File: config.mk
export PLATFORM = sky130hd
export DESIGN_NAME = wb_interconnect
export DESIGN_NICKNAME = d
export VERILOG_FILES = /design/src/rtl/wb_ic_pkg.sv /design/src/rtl/wb_addr_match.sv /design/src/rtl/wb_interconnect.sv
export SDC_FILE = /design/constraint.sdc
export NUM_CORES = 1
export LEC_CHECK = 0
export BUFFER_PORTS_ARGS = -buffer_cell sky130_fd_sc_hd__buf_2
export CORE_AREA = 2 2 140 142
export CTS_BUF_LIST = sky130_fd_sc_hd__clkbuf_4 sky130_fd_sc_hd__clkbuf_8 sky130_fd_sc_hd__clkbuf_16
export CTS_CLUSTER_DIAMETER = 30
export DETAILED_ROUTE_END_ITERATION = 10
export DIE_AREA = 0 0 142 144
export GPL_TIMING_DRIVEN = 0
export PLACE_DENSITY = 0.68
export SLEW_MARGIN = 5
export SYNTH_ARGS = -nofsm -noshare
export SYNTH_HDL_FRONTEND = slang
export SYNTH_SLANG_ARGS = --single-unit
File: constraint.sdc
create_clock -name clk -period 2.71 [get_ports clk]
set_input_delay 0.813 -clock clk [delete_from_list [all_inputs] [get_ports clk]]
set_output_delay 0.813 -clock clk [all_outputs]
set_load 0.05 [all_outputs]
File: src/rtl/wb_ic_pkg.sv
// Shared types for the single-master Wishbone interconnect.
package wb_ic_pkg;

    typedef enum logic [1:0] {
        IDLE  = 2'd0,
        WAIT  = 2'd1,
        UNMAP = 2'd2,
        DRAIN = 2'd3
    } ic_state_e;

    typedef enum logic [1:0] {
        ERR_NONE     = 2'd0,
        ERR_UNMAPPED = 2'd1,
        ERR_TIMEOUT  = 2'd2,
        ERR_SLAVE    = 2'd3
    } err_cause_e;

    // Width needed to index n slaves; a single slave still gets one bit.
    function automatic int idx_width(input int n);
        return (n > 1) ? $clog2(n) : 1;
    endfunction

endpackage

File: src/rtl/wb_addr_match.sv
// Base/mask address decoder; the lowest-numbered matching slave wins.
module wb_addr_match
    import wb_ic_pkg::*;
#(
    parameter int                                NUM_SLAVES = 4,
    parameter int                                ADDR_WIDTH = 32,
    parameter logic [NUM_SLAVES*ADDR_WIDTH-1:0]  SLV_BASE   = '0,
    parameter logic [NUM_SLAVES*ADDR_WIDTH-1:0]  SLV_MASK   = '0
) (
    input  logic [ADDR_WIDTH-1:0]               adr_i,
    output logic [NUM_SLAVES-1:0]               hit_o,
    output logic [idx_width(NUM_SLAVES)-1:0]    idx_o,
    output logic                                any_hit_o
);

    localparam int IDX_W = idx_width(NUM_SLAVES);

    // Walk from the highest index down so a lower match overrides a higher one.
    always_comb begin
        hit_o     = '0;
        idx_o     = '0;
        any_hit_o = 1'b0;
        for (int i = NUM_SLAVES - 1; i >= 0; i--) begin
            if ((adr_i & SLV_MASK[i*ADDR_WIDTH +: ADDR_WIDTH]) ==
                (SLV_BASE[i*ADDR_WIDTH +: ADDR_WIDTH] & SLV_MASK[i*ADDR_WIDTH +: ADDR_WIDTH])) begin
                hit_o     = '0;
                hit_o[i]  = 1'b1;
                idx_o     = IDX_W'(i);
                any_hit_o = 1'b1;
            end
        end
    end

endmodule

File: src/rtl/wb_interconnect.sv
// Single-master to NUM_SLAVES Wishbone B4 pipelined interconnect with one
// outstanding transfer, bus-error generation and captured error status.
//
//  state | meaning
//  IDLE  | no transfer in flight; decode and present the master strobe
//  WAIT  | transfer accepted by granted slave; forward its response
//  UNMAP | address hit no slave; return a bus error this cycle
//  DRAIN | granted slave timed out; drop its cycle for one clock
module wb_interconnect
    import wb_ic_pkg::*;
#(
    parameter int                                NUM_SLAVES     = 4,
    parameter int                                ADDR_WIDTH     = 32,
    parameter int                                DATA_WIDTH     = 32,
    parameter logic [NUM_SLAVES*ADDR_WIDTH-1:0]  SLV_BASE       = '0,
    parameter logic [NUM_SLAVES*ADDR_WIDTH-1:0]  SLV_MASK       = '0,
    parameter int                                TIMEOUT_CYCLES = 255
) (
    input  logic                             clk,
    input  logic                             rst_n,
    input  logic                             m_cyc_i,
    input  logic                             m_stb_i,
    input  logic                             m_we_i,
    input  logic [DATA_WIDTH/8-1:0]          m_sel_i,
    input  logic [ADDR_WIDTH-1:0]            m_adr_i,
    input  logic [DATA_WIDTH-1:0]            m_dat_i,
    output logic [DATA_WIDTH-1:0]            m_dat_o,
    output logic                             m_ack_o,
    output logic                             m_err_o,
    output logic                             m_stall_o,
    output logic [NUM_SLAVES-1:0]            s_cyc_o,
    output logic [NUM_SLAVES-1:0]            s_stb_o,
    output logic                             s_we_o,
    output logic [DATA_WIDTH/8-1:0]          s_sel_o,
    output logic [ADDR_WIDTH-1:0]            s_adr_o,
    output logic [DATA_WIDTH-1:0]            s_dat_o,
    input  logic [NUM_SLAVES*DATA_WIDTH-1:0] s_dat_i,
    input  logic [NUM_SLAVES-1:0]            s_ack_i,
    input  logic [NUM_SLAVES-1:0]            s_err_i,
    input  logic [NUM_SLAVES-1:0]            s_stall_i,
    output logic [1:0]                       err_cause_o,
    output logic [ADDR_WIDTH-1:0]            err_addr_o
);

    localparam int IDX_W = idx_width(NUM_SLAVES);
    localparam int CTR_W = (TIMEOUT_CYCLES > 1) ? $clog2(TIMEOUT_CYCLES) : 1;
    localparam logic             TO_EN   = (TIMEOUT_CYCLES != 0);
    localparam logic [CTR_W-1:0] TO_LAST = CTR_W'(TIMEOUT_CYCLES - 1);

    ic_state_e               state_q, state_d;
    logic [IDX_W-1:0]        grant_q;
    logic [ADDR_WIDTH-1:0]   adr_q;
    logic                    we_q;
    logic [DATA_WIDTH/8-1:0] sel_q;
    logic [DATA_WIDTH-1:0]   dat_q;
    logic [CTR_W-1:0]        ctr_q;
    err_cause_e              err_cause_q;
    logic [ADDR_WIDTH-1:0]   err_addr_q;

    logic [NUM_SLAVES-1:0]   hit;
    logic [IDX_W-1:0]        hit_idx;
    logic                    any_hit;

    logic strobe, accept, unmap_req, in_wait, abort;
    logic g_ack, g_err, rsp_ack, rsp_err, timeout;

    wb_addr_match #(
        .NUM_SLAVES (NUM_SLAVES),
        .ADDR_WIDTH (ADDR_WIDTH),
        .SLV_BASE   (SLV_BASE),
        .SLV_MASK   (SLV_MASK)
    ) u_match (
        .adr_i     (m_adr_i),
        .hit_o     (hit),
        .idx_o     (hit_idx),
        .any_hit_o (any_hit)
    );

    // Transfer events; a dropped m_cyc_i in WAIT masks every response.
    always_comb begin
        strobe    = m_cyc_i & m_stb_i;
        accept    = (state_q == IDLE) & strobe & any_hit & ~s_stall_i[hit_idx];
        unmap_req = (state_q == IDLE) & strobe & ~any_hit;
        in_wait   = (state_q == WAIT);
        abort     = in_wait & ~m_cyc_i;
        g_ack     = s_ack_i[grant_q];
        g_err     = s_err_i[grant_q];
        rsp_err   = in_wait & m_cyc_i & g_err;
        rsp_ack   = in_wait & m_cyc_i & g_ack & ~g_err;
        timeout   = in_wait & m_cyc_i & ~g_ack & ~g_err & TO_EN & (ctr_q == TO_LAST);
    end

    // State register.
    always_ff @(posedge clk or negedge rst_n) begin
        if (!rst_n) state_q <= IDLE;
        else        state_q <= state_d;
    end

    // Next-state logic.
    always_comb begin
        state_d = state_q;
        unique case (state_q)
            IDLE: begin
                if (accept)         state_d = WAIT;
                else if (unmap_req) state_d = UNMAP;
            end
            WAIT: begin
                if (abort || rsp_ack || rsp_err) state_d = IDLE;
                else if (timeout)                state_d = DRAIN;
            end
            UNMAP:   state_d = IDLE;
            DRAIN:   state_d = IDLE;
            default: state_d = IDLE;
        endcase
    end

    // Grant/transfer latches, wait counter and firmware-visible error status.
    always_ff @(posedge clk or negedge rst_n) begin
        if (!rst_n) begin
            grant_q     <= '0;
            adr_q       <= '0;
            we_q        <= 1'b0;
            sel_q       <= '0;
            dat_q       <= '0;
            ctr_q       <= '0;
            err_cause_q <= ERR_NONE;
            err_addr_q  <= '0;
        end else begin
            if (accept) begin
                grant_q <= hit_idx;
                adr_q   <= m_adr_i;
                we_q    <= m_we_i;
                sel_q   <= m_sel_i;
                dat_q   <= m_dat_i;
                ctr_q   <= '0;
            end else if (unmap_req) begin
                adr_q   <= m_adr_i;
            end else if (in_wait) begin
                ctr_q   <= ctr_q + 1'b1;
            end

            if (state_q == UNMAP) begin
                err_cause_q <= ERR_UNMAPPED;
                err_addr_q  <= adr_q;
            end else if (rsp_err) begin
                err_cause_q <= ERR_SLAVE;
                err_addr_q  <= adr_q;
            end else if (timeout) begin
                err_cause_q <= ERR_TIMEOUT;
                err_addr_q  <= adr_q;
            end
        end
    end

    // Output decode: strobe routing in IDLE, response forwarding in WAIT.
    always_comb begin
        s_cyc_o   = '0;
        s_stb_o   = '0;
        m_stall_o = 1'b0;
        m_ack_o   = 1'b0;
        m_err_o   = 1'b0;
        m_dat_o   = '0;
        s_we_o    = (state_q == IDLE) ? m_we_i  : we_q;
        s_sel_o   = (state_q == IDLE) ? m_sel_i : sel_q;
        s_adr_o   = (state_q == IDLE) ? m_adr_i : adr_q;
        s_dat_o   = (state_q == IDLE) ? m_dat_i : dat_q;
        unique case (state_q)
            IDLE: begin
                if (strobe && any_hit) begin
                    s_cyc_o   = hit;
                    s_stb_o   = hit;
                    m_stall_o = s_stall_i[hit_idx];
                end
            end
            WAIT: begin
                m_stall_o = 1'b1;
                m_dat_o   = s_dat_i[int'(grant_q)*DATA_WIDTH +: DATA_WIDTH];
                if (m_cyc_i) s_cyc_o[grant_q] = 1'b1;
                m_ack_o   = rsp_ack;
                m_err_o   = rsp_err | timeout;
            end
            UNMAP: begin
                m_stall_o = 1'b1;
                m_err_o   = 1'b1;
            end
            DRAIN: begin
                m_stall_o = 1'b1;
            end
            default: ;
        endcase
    end

    assign err_cause_o = err_cause_q;
    assign err_addr_o  = err_addr_q;

endmodule
## After elaboration in Yosys (flattened, before gate mapping)

Index checks and enable logic that the tools add are counted.

- Flip-flop bits (word level): 113
- Output and inout port bits: 146

- Add/subtract/negate cells: 1
- Eq/ne operators: 6
- Muxes and demuxes: 25
- Bitwise logic cells: 16
- Reduce and logical (&&, ||, !) cells: 8

Operators by type and width:

| operator | number |
|---|---|
| $mux 32 | 6 |
| $mux 8 | 2 |
| $mux 2 | 6 |
| $and 1x1->1 | 11 |
| $add 8x1->8 const B | 1 |
| $eq 8x8->1 const B | 1 |
| $mux 1 | 6 |
| $pmux 1 s2 | 3 |
| $pmux 2 s3 | 1 |
| $eq 2x2->1 const B | 2 |
| $mux 4 | 1 |
| $not 1->1 | 4 |
| $ne 3x1->1 const B | 1 |
| $reduce_bool 3->1 | 1 |
| $reduce_or 3->1 | 1 |
| $eq 2x1->1 const B | 1 |
| $logic_not 2->1 | 1 |
| $logic_or 1x1->1 | 2 |
| $ne 2x2->1 const B | 1 |
| $reduce_and 2->1 | 1 |
| $reduce_bool 2->1 | 1 |
| $reduce_or 2->1 | 1 |
| $or 1x1->1 | 1 |

## Longest topological paths before layout

Gate-level depths: netlist (run 1).

- Depth after elaboration: 8
- Mapped depth: 7

## Modules after synthesis

Synthesis (run 1) repeated with hierarchy kept, for this count alone.

- Cells, all modules: 741
- Area total of the unflattened synthesis: 7119.3 µm²

Modules (own cells, without submodules):

| module | instances | cells each | area each (µm²) | sequential area each (µm²) |
|---|---|---|---|---|
| wb_interconnect | 1 | 732 | 7059.3 | 2877.8 |
| wb_addr_match | 1 | 9 | 60.1 | 0.0 |

## Least setup slack after synthesis (run 1)

OpenSTA, ideal clock, no wires.

- Path kind: reg2out
- Start: register state_q[1]
- End: output m_ack_o
- Data arrival time: 2.311 ns
- Required time: 1.897 ns
- Path slack: -0.414 ns
- Stages on the path, launching flop included: 7
- Path through: dfrtp_1 -> inv_1 -> ha_1 -> buf_4 -> clkbuf_1 -> nand2_1 -> nor3b_1

- Cells in the longest elaborated chain, start to end: 5

Ends and longest elaborated chain:

| what | RTL line | text |
|---|---|---|
| from (decl) | wb_interconnect.sv:50 | `ic_state_e state_q, state_d;` |
| from (signal assigned) | wb_interconnect.sv:96 | `else state_q <= state_d;` |
| $eq 2x1->1 * | wb_interconnect.sv:84, wb_interconnect.sv:167 |  |
| $and 1x1->1 (3 in series) | wb_interconnect.sv:89 | `rsp_ack = in_wait & m_cyc_i & g_ack & ~g_err;` |
| $mux 1 * | wb_interconnect.sv:167 | `unique case (state_q)` |
| to (decl) | wb_interconnect.sv:28 | `output logic m_ack_o,` |

Every way passes the cells marked *; elsewhere a longest branch is shown, timed or not.

## Worst setup path in the final report (run 1)

- Start: register state_q[0]
- End: output s_adr_o[30]

- Cells in the longest elaborated chain, start to end: 2

Ends and longest elaborated chain:

| what | RTL line | text |
|---|---|---|
| $logic_not 2->1 | wb_interconnect.sv:165 | `s_adr_o = (state_q == IDLE) ? m_adr_i : adr_q;` |
| $mux 32 | wb_interconnect.sv:165 |  |
| to (decl) | wb_interconnect.sv:35 | `output logic [ADDR_WIDTH-1:0] s_adr_o,` |

No other way between the ends.

==> results by group, run 1 <==
Run status
  – Status: finished with violations
  – Failing checks: negative setup slack

GRT
  – GRT Residual Overflow: 0
  – First-pass GRT wire length: roughly 23 mm
  – Largest net degree at the start of global routing: 60
  – Initial antenna violation count: 1
  – Vias in the first global route: 4299
  – Gr usage total: between 10% and 20%

Synth
  – Cells after synthesis: 414
  – Synth unique cells: 38
  – Syn. warnings: 0
  – Main synth FF type: dfrtp_1
  – Seq/Total Area, Yosys: 50.3%
  – Post-synth EDFFs: 0
  – Synth top area cells: dfrtp_1, mux2_2, and2_1
  – Post-synthesis cell type with the largest combined area: dfrtp_1
  – Synthesized area: approximately 0.0056 sq mm
  – Top post-synthesis cells by count: mux2_2, dfrtp_1, and2_1
  – Syn avg cell area: 13.6 sq um
  – Register bit count reported by yosys: 113
  – Fraction of registers with async set/reset: 100%
  – Most frequent cell after synthesis: mux2_2
  – Share of the synthesized area in the top cell type: roughly half

Floorplanning
  – Area of the core: roughly 0.019 sq mm
  – I/O pin count: ~360
  – FP Rows: just over 50
  – Die width: approximately 140 um
  – Die footprint: about 0.02 sq mm
  – Die Y: about 140 um
  – Starting density of the core: just under 30%

Clock network
  – CTS tree: built
  – TritonCTS Buffers: 17
  – CTS H-Tree Depth: 4
  – Hold buffers post-CTS: 0
  – Worst skew pair latency: 0.40 ns
  – CTS Buffer Depth: 2
  – Clk slew on worst S/H paths: about 0.050 ns
  – Clock Tree Root: clkbuf_16
  – Sink Count: between 100 and 150

Timing
  – Post-layout min period: approximately 2.8 ns
  – Fmax: 0.363 GHz
  – Worst slew margin: 64.0%
  – Final worst-path cycle share: 102%
  – Final Worst Setup Slack: -0.0443 ns
  – Max Slew Vio Count: 0
  – # setup viols final: 49
  – Clock skew: approximately 0.0065 ns
  – RSZ-0062 raised after global routing: yes
  – Fin. Hold Viols: 0
  – Slew of the pin with the lowest slew margin: 0.540 ns

Route
  – DRC viols: 0
  – WL per Instance: ~17 um
  – Final ANT Viol Nets: 0
  – Drt first pass iters: 4
  – Metal-1 WL: 6.92 mm
  – WL met2: between 7 and 8 mm
  – DR WL met3: roughly 810 um
  – Routed vias/inst: roughly 4.5
  – Total Wirelength: approximately 16 mm
  – Top layer in use: met4
  – Via count: approximately 4300
  – Drt first-iter violations: between 90 and 100

Layout
  – Non-Filler Instances: 954
  – Sequential cell area: about 0.0028 sq mm
  – Fraction of layout cells with a size suffix above 1: a little over two thirds
  – # fillers: around 1700
  – Area Growth Syn to Fin: 62.8%
  – Number of nets in the layout: roughly 920
  – Multi-input gate area: 0.00281 sq mm

Placed design
  – Post-DP HPWL: ~10 mm
  – RePlAce Congestion: 0.734
  – Setup slack after placement: -0.390 ns
  – Port bufs: around 250
  – Placed cell count: roughly 900

Setup path
  – Max FO, Critical Path: 5
  – CP Launch Type: flip-flop
  – Worst EP arrival: slightly below 2 ns
  – Crit. End Element: output port
  – Crit path kind: reg2out
  – Worst path bufs/invs: 4
  – Setup slack, reg-to-reg: 0.47 ns
  – WP data required: 1.90 ns
  – Crit path cell chain: inv_2, ha_4, clkbuf_16, buf_12, mux2_2, buf_6
  – Delay-heaviest family, CP: buffers and inverters
  – Critical path's slowest cell: dfrtp_1
  – Max stage delay on crit path: around 0.4 ns

Power and ir drop
  – Leakage Power: roughly 4.4 nW
  – Maximum VDD drop: 0.000817 V
  – Power per Cell Area: between 1500 and 2000 mW/mm^2

Worst hold path
  – Worst hold path class: in2async

Flow run
  – Maxcap violations: 0
metrics by stage:
step | hold WS, ns | util (%) | power (mW) | TNS, ns | cell area [sq um]
finish | 0.357 | 47.9 | 14.8 | -0.899 | 9140
global route | 0.379 | 47.9 | 15.4 | -5.77 | 9140
CTS | 0.375 | 45.3 | 13.9 | -2.00 | 8640
detailed placement | 0.471 | 37.8 | 10.1 | -24.44 | 7210
global placement | 0.465 | 37.6 | 9.99 | -96.12 | 7170
floorplan | 0.477 | - | 8.54 | 0 | 5640
area by class of cell:
class                           count  share of cell area [%]
Antenna cell                        1                  0.0274
Buffer                             31                    3.80
Clock buffer                       23                    5.42
Clock inverter                      8                    1.40
Inverter                            6                   0.246
Multi-Input combinational cell    269                    30.7
Sequential cell                   113                    30.9
Tap cell                          238                    3.26
Timing Repair Buffer              265                    24.2
power by group:
group	leakage (nW)	switching, mW	internal, mW
Clock	0.302	0.786	1.56
Sequential	1.37	0.483	2.51
Combinational	2.75	5.38	4.05
Total	4.42	6.65	8.12
cells by family after synthesis:
kind of cell / count (synthesis) / share of synthesized area (%)
AO/OA/AOI/OAI: 18 / 2.32
adder cells (fa/ha/maj): 6 / 1.34
buffers and inverters: 37 / 3.92
flip-flops: 113 / 50.3
multiplexers: 171 / 34.3
other: 1 / 0.0668
AND/OR/NAND/NOR: 64 / 7.13
XOR/XNOR: 4 / 0.624
routing by layer:
metal  track usage [%]  vias to the layer above
met3              4.77                        8
met4              3.95                        0
met5                 0                        -
met1              18.5                     2151
met2              23.4                      130
li1                  -                     2039
repair_timing:
action,CTS,global route
cloned,2,6
buffers inserted,8,2
pin swaps,3,2
gates resized for setup,220,97
setup endpoints to repair,105,102
registers in the layout (all words and copies together) (netlist names):
signal / count
dat_q: 32
adr_q: 32
err_cause_o: 2
ctr_q: 8
we_q: 1
sel_q: 4
state_q: 2
err_addr_o: 32
cells in the final DEF, fill, tap and decap left out, drive strengths merged, types with 7 or more instances in the layout:
| master | count |
|---|---|
| a21oi | 7 |
| and2 | 32 |
| buf | 287 |
| clkbuf | 32 |
| dfrtp | 113 |
| mux2 | 170 |
worst paths after layout:
| kind | endpoint | cells after the start | startpoint |
|---|---|---|---|
| max | s_adr_o[30] | 6 | state_q[0] |
| min | err_cause_o[1] | 1 | rst_n |
| max reg2reg | err_addr_o[27] | 8 | state_q[1] |
| min reg2reg | err_addr_o[10] | 1 | err_addr_o[10] |
| max in group asynchronous | err_addr_o[13] | 2 | rst_n |
| min in group clk | err_addr_o[10] | 1 | err_addr_o[10] |
No activity file was read; power rests on OpenSTA's default activity.
==> inputs of run 2 (changes only) <==
--- a/config.mk
+++ b/config.mk
@@ -6,13 +6,13 @@
 export NUM_CORES = 1
 export LEC_CHECK = 0
 export BUFFER_PORTS_ARGS = -buffer_cell sky130_fd_sc_hd__buf_2
-export CORE_AREA = 2 2 140 142
+export CORE_AREA = 2 2 141 143
 export CTS_BUF_LIST = sky130_fd_sc_hd__clkbuf_4 sky130_fd_sc_hd__clkbuf_8 sky130_fd_sc_hd__clkbuf_16
 export CTS_CLUSTER_DIAMETER = 30
 export DETAILED_ROUTE_END_ITERATION = 10
-export DIE_AREA = 0 0 142 144
+export DIE_AREA = 0 0 143 145
 export GPL_TIMING_DRIVEN = 0
-export PLACE_DENSITY = 0.68
+export PLACE_DENSITY = 0.67
 export SLEW_MARGIN = 5
 export SYNTH_ARGS = -nofsm -noshare
 export SYNTH_HDL_FRONTEND = slang
==> constraint.sdc (replaced) <==
create_clock -name clk -period 3.2 [get_ports clk]
set_input_delay 0.96 -clock clk [delete_from_list [all_inputs] [get_ports clk]]
set_output_delay 0.96 -clock clk [all_outputs]
set_load 0.05 [all_outputs]
==> results by group, run 2 (synthesis results as in run 1) <==
Run status
  – Status: completed

Layout
  – Area Growth Syn to Fin: 39.4%
  – Non-Filler Instances: 964
  – # fillers: between 1500 and 2000
  – Commonest non-fill, non-tap cell in the layout: buf_2
  – Fraction of layout cells with a size suffix above 1: between 60% and 70%
  – Commonest cells after routing, fill and taps aside: buf_2, mux2_2, dfrtp_1
  – Number of nets in the layout: around 900

Setup path
  – Max FO, Critical Path: 10
  – Crit path kind: reg2out
  – Worst R2R Start: state_q[1]
  – Max stage delay on crit path: 0.43 ns
  – Crit path cell chain: inv_1, ha_1, clkbuf_8, clkbuf_4, mux2_2, buf_2
  – WP data required: about 2.2 ns
  – Crit. End Element: output port
  – Critical Path Start: state_q[0]
  – Critical path's slowest cell: dfrtp_1
  – CP Launch Type: flip-flop
  – Worst EP arrival: between 2 and 2.5 ns

Power and ir drop
  – Sw frac: 50.3%
  – Logic pwr share: 58.5%
  – Power, Total: 10.3 mW
  – Pint: roughly 5 mW
  – NetSw: 5.17 mW
  – Maximum VDD drop: around 0.00068 V
  – Sequential share of power: around a quarter
  – Clock power frac: 17.1%
  – Power per Cell Area: roughly 1300 mW/mm^2
  – Leakage Power: roughly 3.8 nW

Timing
  – Worst slew margin: 66.6%
  – Post-layout min period: 3.11 ns
  – Slew of the pin with the lowest slew margin: roughly 0.5 ns
  – # setup viols final: 0
  – Fin. Hold Viols: 0
  – Clock skew: roughly 0.0097 ns
  – Fmax: approximately 0.32 GHz
  – Hold slack: 0.450 ns
  – Final worst-path cycle share: a little over nine tenths
  – Setup TNS: 0 ns
  – Max Slew Vio Count: 0
  – Final Worst Setup Slack: 0.0949 ns
  – RSZ-0062 raised after global routing: yes

Route
  – Drt first pass iters: 4
  – Drt first-iter violations: 97
  – Final ANT Viol Nets: 0
  – WL per Instance: around 15 um
  – DRC viols: 0
  – Via count: 4232
  – Total Wirelength: 14.3 mm
  – Routed vias/inst: roughly 4.4

Clock network
  – Clk slew on worst S/H paths: 0.06 ns
  – CTS Buffer Depth: 2
  – Hold buffers post-CTS: 0
  – Sink Count: ~110
  – Post-CTS Setup Bufs: 0
  – CTS H-Tree Depth: 4
  – Clock Tree Root: clkbuf_16
  – TritonCTS Buffers: 17
  – Worst skew pair latency: approximately 0.40 ns
  – CTS tree: built

Floorplanning
  – Die footprint: around 0.021 sq mm
  – I/O pin count: 359
  – Die Y: roughly 150 um
  – FP Rows: between 50 and 60
  – Area of the core: roughly 0.019 sq mm
  – Starting density of the core: between 20% and 30%
  – Die width: approximately 140 um

Placed design
  – Placed cell count: about 930
  – RePlAce Congestion: approximately 0.76
  – Post-DP HPWL: roughly 11 mm
  – Setup slack after placement: -0.0524 ns
  – Port bufs: around 250

GRT
  – First-pass GRT wire length: approximately 22 mm
  – Vias in the first global route: between 4000 and 5000
  – GR Layer Usage met1: roughly 18%
  – GRT Residual Overflow: 0
  – Largest net degree at the start of global routing: 78
  – Met3 Use GR: under 10%
  – Gr usage total: 13.9%
  – Initial antenna violation count: 1
  – GR peak layer: met2
  – Grt met2 use: between 20% and 30%

Worst hold path
  – Worst hold path class: in2async

Flow run
  – Maxcap violations: 0
==> run 2: cell types whose count changed in the layout (fill, tap and decap cells not counted), moves of 5 or more <==
cell | before | now
buf_12 | 7 | 0
buf_2 | 157 | 248
buf_4 | 37 | 15
buf_6 | 38 | 6
buf_8 | 46 | 0
clkbuf_16 | 24 | 17
clkbuf_4 | 3 | 10
clkinv_2 | 1 | 6
mux2_2 | 116 | 163
mux2_4 | 47 | 0
==> run 2: cell type report <==
| type | instances | area, sq um | area share, % |
|---|---|---|---|
| diodes | 2 | 5.00 | 0.0639 |
| plain buffers | 30 | 229 | 2.92 |
| clock buffers | 25 | 492 | 6.28 |
| clock inverters | 7 | 60.1 | 0.767 |
| inverters | 6 | 22.5 | 0.288 |
| multi-input cells | 269 | 2600 | 33.2 |
| flip-flops and latches | 113 | 2830 | 36.1 |
| well taps | 265 | 332 | 4.23 |
| repair buffers | 247 | 1270 | 16.2 |
==> run 2: power by group through the flow <==
stage | clock network [mW] | registers [mW] | logic (mW)
finish | 1.76 | 2.51 | 6.02
floorplan | 0 | 3.15 | 4.08
CTS | 1.81 | 2.52 | 6.05
detailed placement | 0 | 2.53 | 6.01
global placement | 0 | 2.50 | 5.97
global route | 1.89 | 2.61 | 6.32
==> run 2: critical path, delay by kind of cell (launching register included) <==
family / cells / cell delay [ns]
buf+inv: 4 / 0.76
mux: 1 / 0.35
fa+ha+maj: 1 / 0.18
flops: 1 / 0.43
==> run 2: stage by stage <==
stage          instance area, sq um  utilization [%]
6_report                       7830             40.8
2_1_floorplan                  5640                -
5_1_grt                        7830             40.7
4_1_cts                        7810             40.7
3_5_place_dp                   7240             37.7
3_3_place_gp                   7210             37.5
==> run 2: path summary, 6_finish.rpt <==
check | endpoint | slack, ns | cells past startpoint
min | dat_q[25] | 0.45 | 1
max | s_sel_o[3] | 0.09 | 6
max in group asynchronous | dat_q[31] | 2.05 | 2
min in group clk | err_addr_o[9] | 0.48 | 1
max reg2reg | err_addr_o[28] | 0.93 | 7
min reg2reg | err_addr_o[9] | 0.48 | 1
==> run 2: repair_timing <==
item / CTS / global route
gates resized for setup: 7 / 7
setup endpoints to repair: 91 / 50
hold endpoints to repair: 0 / 0
pin swaps: 0 / 0
gates cloned: 0 / 0
==> run 2: layer usage <==
metal,part of all wire [%],routed length [um],vias up
met5,0,0,-
met4,1.3,190,0
met3,7.1,1010,19
met2,45,6500,144
met1,46,6640,2066
li1,-,-,2003
==> inputs of run 3 (changes only) <==
--- a/config.mk
+++ b/config.mk
@@ -12,8 +12,9 @@
 export DETAILED_ROUTE_END_ITERATION = 10
 export DIE_AREA = 0 0 143 145
 export GPL_TIMING_DRIVEN = 0
-export PLACE_DENSITY = 0.67
+export PLACE_DENSITY = 0.75
 export SLEW_MARGIN = 5
 export SYNTH_ARGS = -nofsm -noshare
 export SYNTH_HDL_FRONTEND = slang
+export SYNTH_HIERARCHICAL = 1
 export SYNTH_SLANG_ARGS = --single-unit
==> results by group, run 3 <==
Run status
  – Status: finished with violations
  – Failing checks: negative setup slack

Synth
  – Post-synth EDFFs: 0
  – Synth top area cells: dfrtp_1, nand2_1, mux4_2
  – Largest family of logic cells by synthesized area: multiplexers
  – Main synth FF type: dfrtp_1
  – Synth Area in XOR/XNOR: 0%
  – Register bit count reported by yosys: roughly 120
  – Top post-synthesis cells by count: nand2_1, dfrtp_1, mux2_2
  – Post-Synth Simple-Gate Area: between 20% and 30%
  – Synthesized area: ~0.0071 sq mm
  – Synth unique cells: 40
  – Fraction of registers with async set/reset: 100%
  – Cells after synthesis: 741
  – Most frequent cell after synthesis: nand2_1
  – Seq/Total Area, Yosys: about two fifths
  – Mux share of post-synthesis cell area: about 22%
  – Share of the synthesized area in the top cell type: about two fifths
  – Post-synthesis cell type with the largest combined area: dfrtp_1
  – Syn avg cell area: 9.61 sq um
  – Adder-cell share of the synthesized area: roughly 1.1%
  – Compound-cell area share of the yosys netlist: 9.91%
  – Syn. warnings: 6

Route
  – Top layer in use: met5
  – Via count: around 7100
  – WL per Instance: 17.5 um
  – DRC viols: 0
  – Drt first pass iters: 5
  – Drt first-iter violations: slightly below 400
  – Total Wirelength: 24.5 mm
  – Routed vias/inst: approximately 5.1
  – Metal-1 WL: about 11 mm
  – WL met2: 11.4 mm
  – Final ANT Viol Nets: 0
  – DR WL met3: 2.08 mm

Power and ir drop
  – Power per Cell Area: 1200 mW/mm^2
  – Leakage Power: 5.17 nW
  – Maximum VDD drop: between 0.0007 and 0.0008 V
  – Sequential share of power: a little over a fifth
  – Clock power frac: between 10% and 20%
  – Logic pwr share: about three fifths
  – Sw frac: roughly 51%
  – Power, Total: about 12 mW
  – Pint: 6.01 mW
  – NetSw: a little over 6 mW

Timing
  – # setup viols final: 1
  – Fin. Hold Viols: 0
  – Worst slew margin: around 44%
  – Max Slew Vio Count: 0
  – Clock skew: a little over 0.008 ns
  – Slew of the pin with the lowest slew margin: between 0.8 and 0.9 ns
  – Post-layout min period: around 3.2 ns
  – Final Worst Setup Slack: -0.0265 ns
  – Fmax: about 0.31 GHz
  – RSZ-0062 raised after global routing: yes
  – Final worst-path cycle share: 101%

Setup path
  – Max stage delay on crit path: between 0.5 and 0.6 ns
  – WP data required: 2.24 ns
  – Worst path bufs/invs: 2
  – Max FO, Critical Path: 5
  – Worst R2R Start: state_q[1]
  – Delay-heaviest family, CP: multiplexers
  – Crit path top cell by count: o21a_4
  – R2R depth: 7
  – Critical path's slowest cell: mux4_2
  – Crit path cell chain: buf_6, mux4_2, o21a_4, o21a_4, buf_8
  – Crit. End Element: output port
  – Setup slack, reg-to-reg: between 0.9 and 1 ns
  – CP Launch Type: primary input
  – Critical Path Start: s_err_i[3]
  – Crit path kind: in2out
  – Worst EP arrival: 2.27 ns
  – Reg2reg end: adr_q[24]

Placed design
  – Port bufs: between 300 and 400
  – Dpl cell area: 0.00930 sq mm
  – Post-DP HPWL: between 15 and 20 mm
  – Placed cell count: approximately 1400
  – Setup slack after placement: -0.503 ns
  – RePlAce Congestion: between 0.8 and 0.9

GRT
  – Gr usage total: 23.3%
  – First-pass GRT wire length: 38.2 mm
  – Largest net degree at the start of global routing: 90
  – Vias in the first global route: 7067
  – Initial antenna violation count: 2
  – GRT Residual Overflow: 0

Clock network
  – CTS H-Tree Depth: 4
  – CTS Buffer Depth: 2
  – TritonCTS Buffers: 17
  – Worst skew pair latency: about 0.4 ns
  – Sink Count: 115
  – CTS tree: built
  – Clock Tree Root: clkbuf_16
  – Clk slew on worst S/H paths: ~0.050 ns

Layout
  – Non-Filler Instances: 1401
  – Commonest non-fill, non-tap cell in the layout: buf_2
  – Area Growth Syn to Fin: 42.4%
  – Utilization after layout: a little over half
  – # diodes: 0
  – Fraction of layout cells with a size suffix above 1: between 40% and 50%
  – # fillers: 1707
  – Number of nets in the layout: between 1000 and 1500
  – Post-route cell area: 0.0101 sq mm
  – Commonest cells after routing, fill and taps aside: buf_2, nand2_1, dfrtp_1

Floorplanning
  – Die Y: approximately 150 um
  – Die width: roughly 140 um
  – Starting density of the core: a little under two fifths
  – FP Rows: 51
  – Area of the core: 0.0192 sq mm
  – I/O pin count: between 300 and 400
  – Die footprint: roughly 0.021 sq mm

Worst hold path
  – Worst hold path class: in2async

Flow run
  – Maxcap violations: 0
## run 3: cells by family (layout without fill, tap and decap cells)
family / count (synthesis) / count (layout)
AO/OA/AOI/OAI: 98 / 98
adder cells (fa/ha/maj): 6 / 6
buffers and inverters: 70 / 460
flip-flops: 115 / 115
multiplexers: 104 / 104
other: 2 / 7
AND/OR/NAND/NOR: 346 / 346
## run 3: worst reg2reg max path: stages (launching register included)
cell and delay [ns]:
dfrtp_1 0.40, inv_1 0.14, ha_4 0.18, nand3_1 0.14, a21oi_1 0.68, clkbuf_1 0.49
nand2_1 0.10, nand2_1 0.09
## run 3: cell type report
| cell class | instances | area, sq um | area share (%) |
|---|---|---|---|
| plain buffers | 60 | 360 | 3.55 |
| clock inverters | 11 | 208 | 2.05 |
| flip-flops and latches | 115 | 2880 | 28.4 |
| repair buffers | 363 | 1910 | 18.8 |
| inverters | 6 | 22.5 | 0.222 |
| multi-input cells | 561 | 3980 | 39.2 |
| clock buffers | 20 | 454 | 4.48 |
| well taps | 265 | 332 | 3.27 |
## run 3: how the worst max path moves through the flow
stage	endpoint	slack, ns	cells past startpoint
final	m_err_o	-0.03	5
after global routing	m_err_o	-0.04	5
after CTS	m_err_o	-0.17	7
after detailed placement	m_err_o	-0.50	7
after global placement	m_err_o	-0.52	7
after floorplan	m_ack_o	-0.02	4
## run 3: per-stage QoR
step | setup TNS, ns | hold WS [ns]
global route | -0.0435 | 0.425
floorplan | -0.0171 | 0.442
detailed placement | -13.06 | 0.459
global placement | -49.74 | 0.454
CTS | -0.254 | 0.414
finish | -0.0265 | 0.409
## run 3: what timing repair did
| item | 4_1_cts | 5_1_grt |
|---|---|---|
| setup endpoints to repair | 103 | 82 |
| pin swaps | 2 | 2 |
| buffers inserted | 6 | 1 |
| resized for setup | 36 | 21 |
| hold buffers | 0 | 0 |
| cloned | 0 | 0 |
## run 3: power groups by stage
stage	logic, mW	clock network (mW)	registers, mW
floorplan	5.12	0	3.05
global placement	7.17	0	2.57
global route	7.87	2.26	2.69
CTS	7.40	2.18	2.60
finish	7.43	2.16	2.61
detailed placement	7.27	0	2.59
## run 3: routing by layer
layer / vias up / GRT usage (%)
li1: 3337 / -
met1: 3434 / 32.2
met2: 306 / 36.3
met3: 23 / 7.39
met4: 4 / 3.96
met5: - / 0
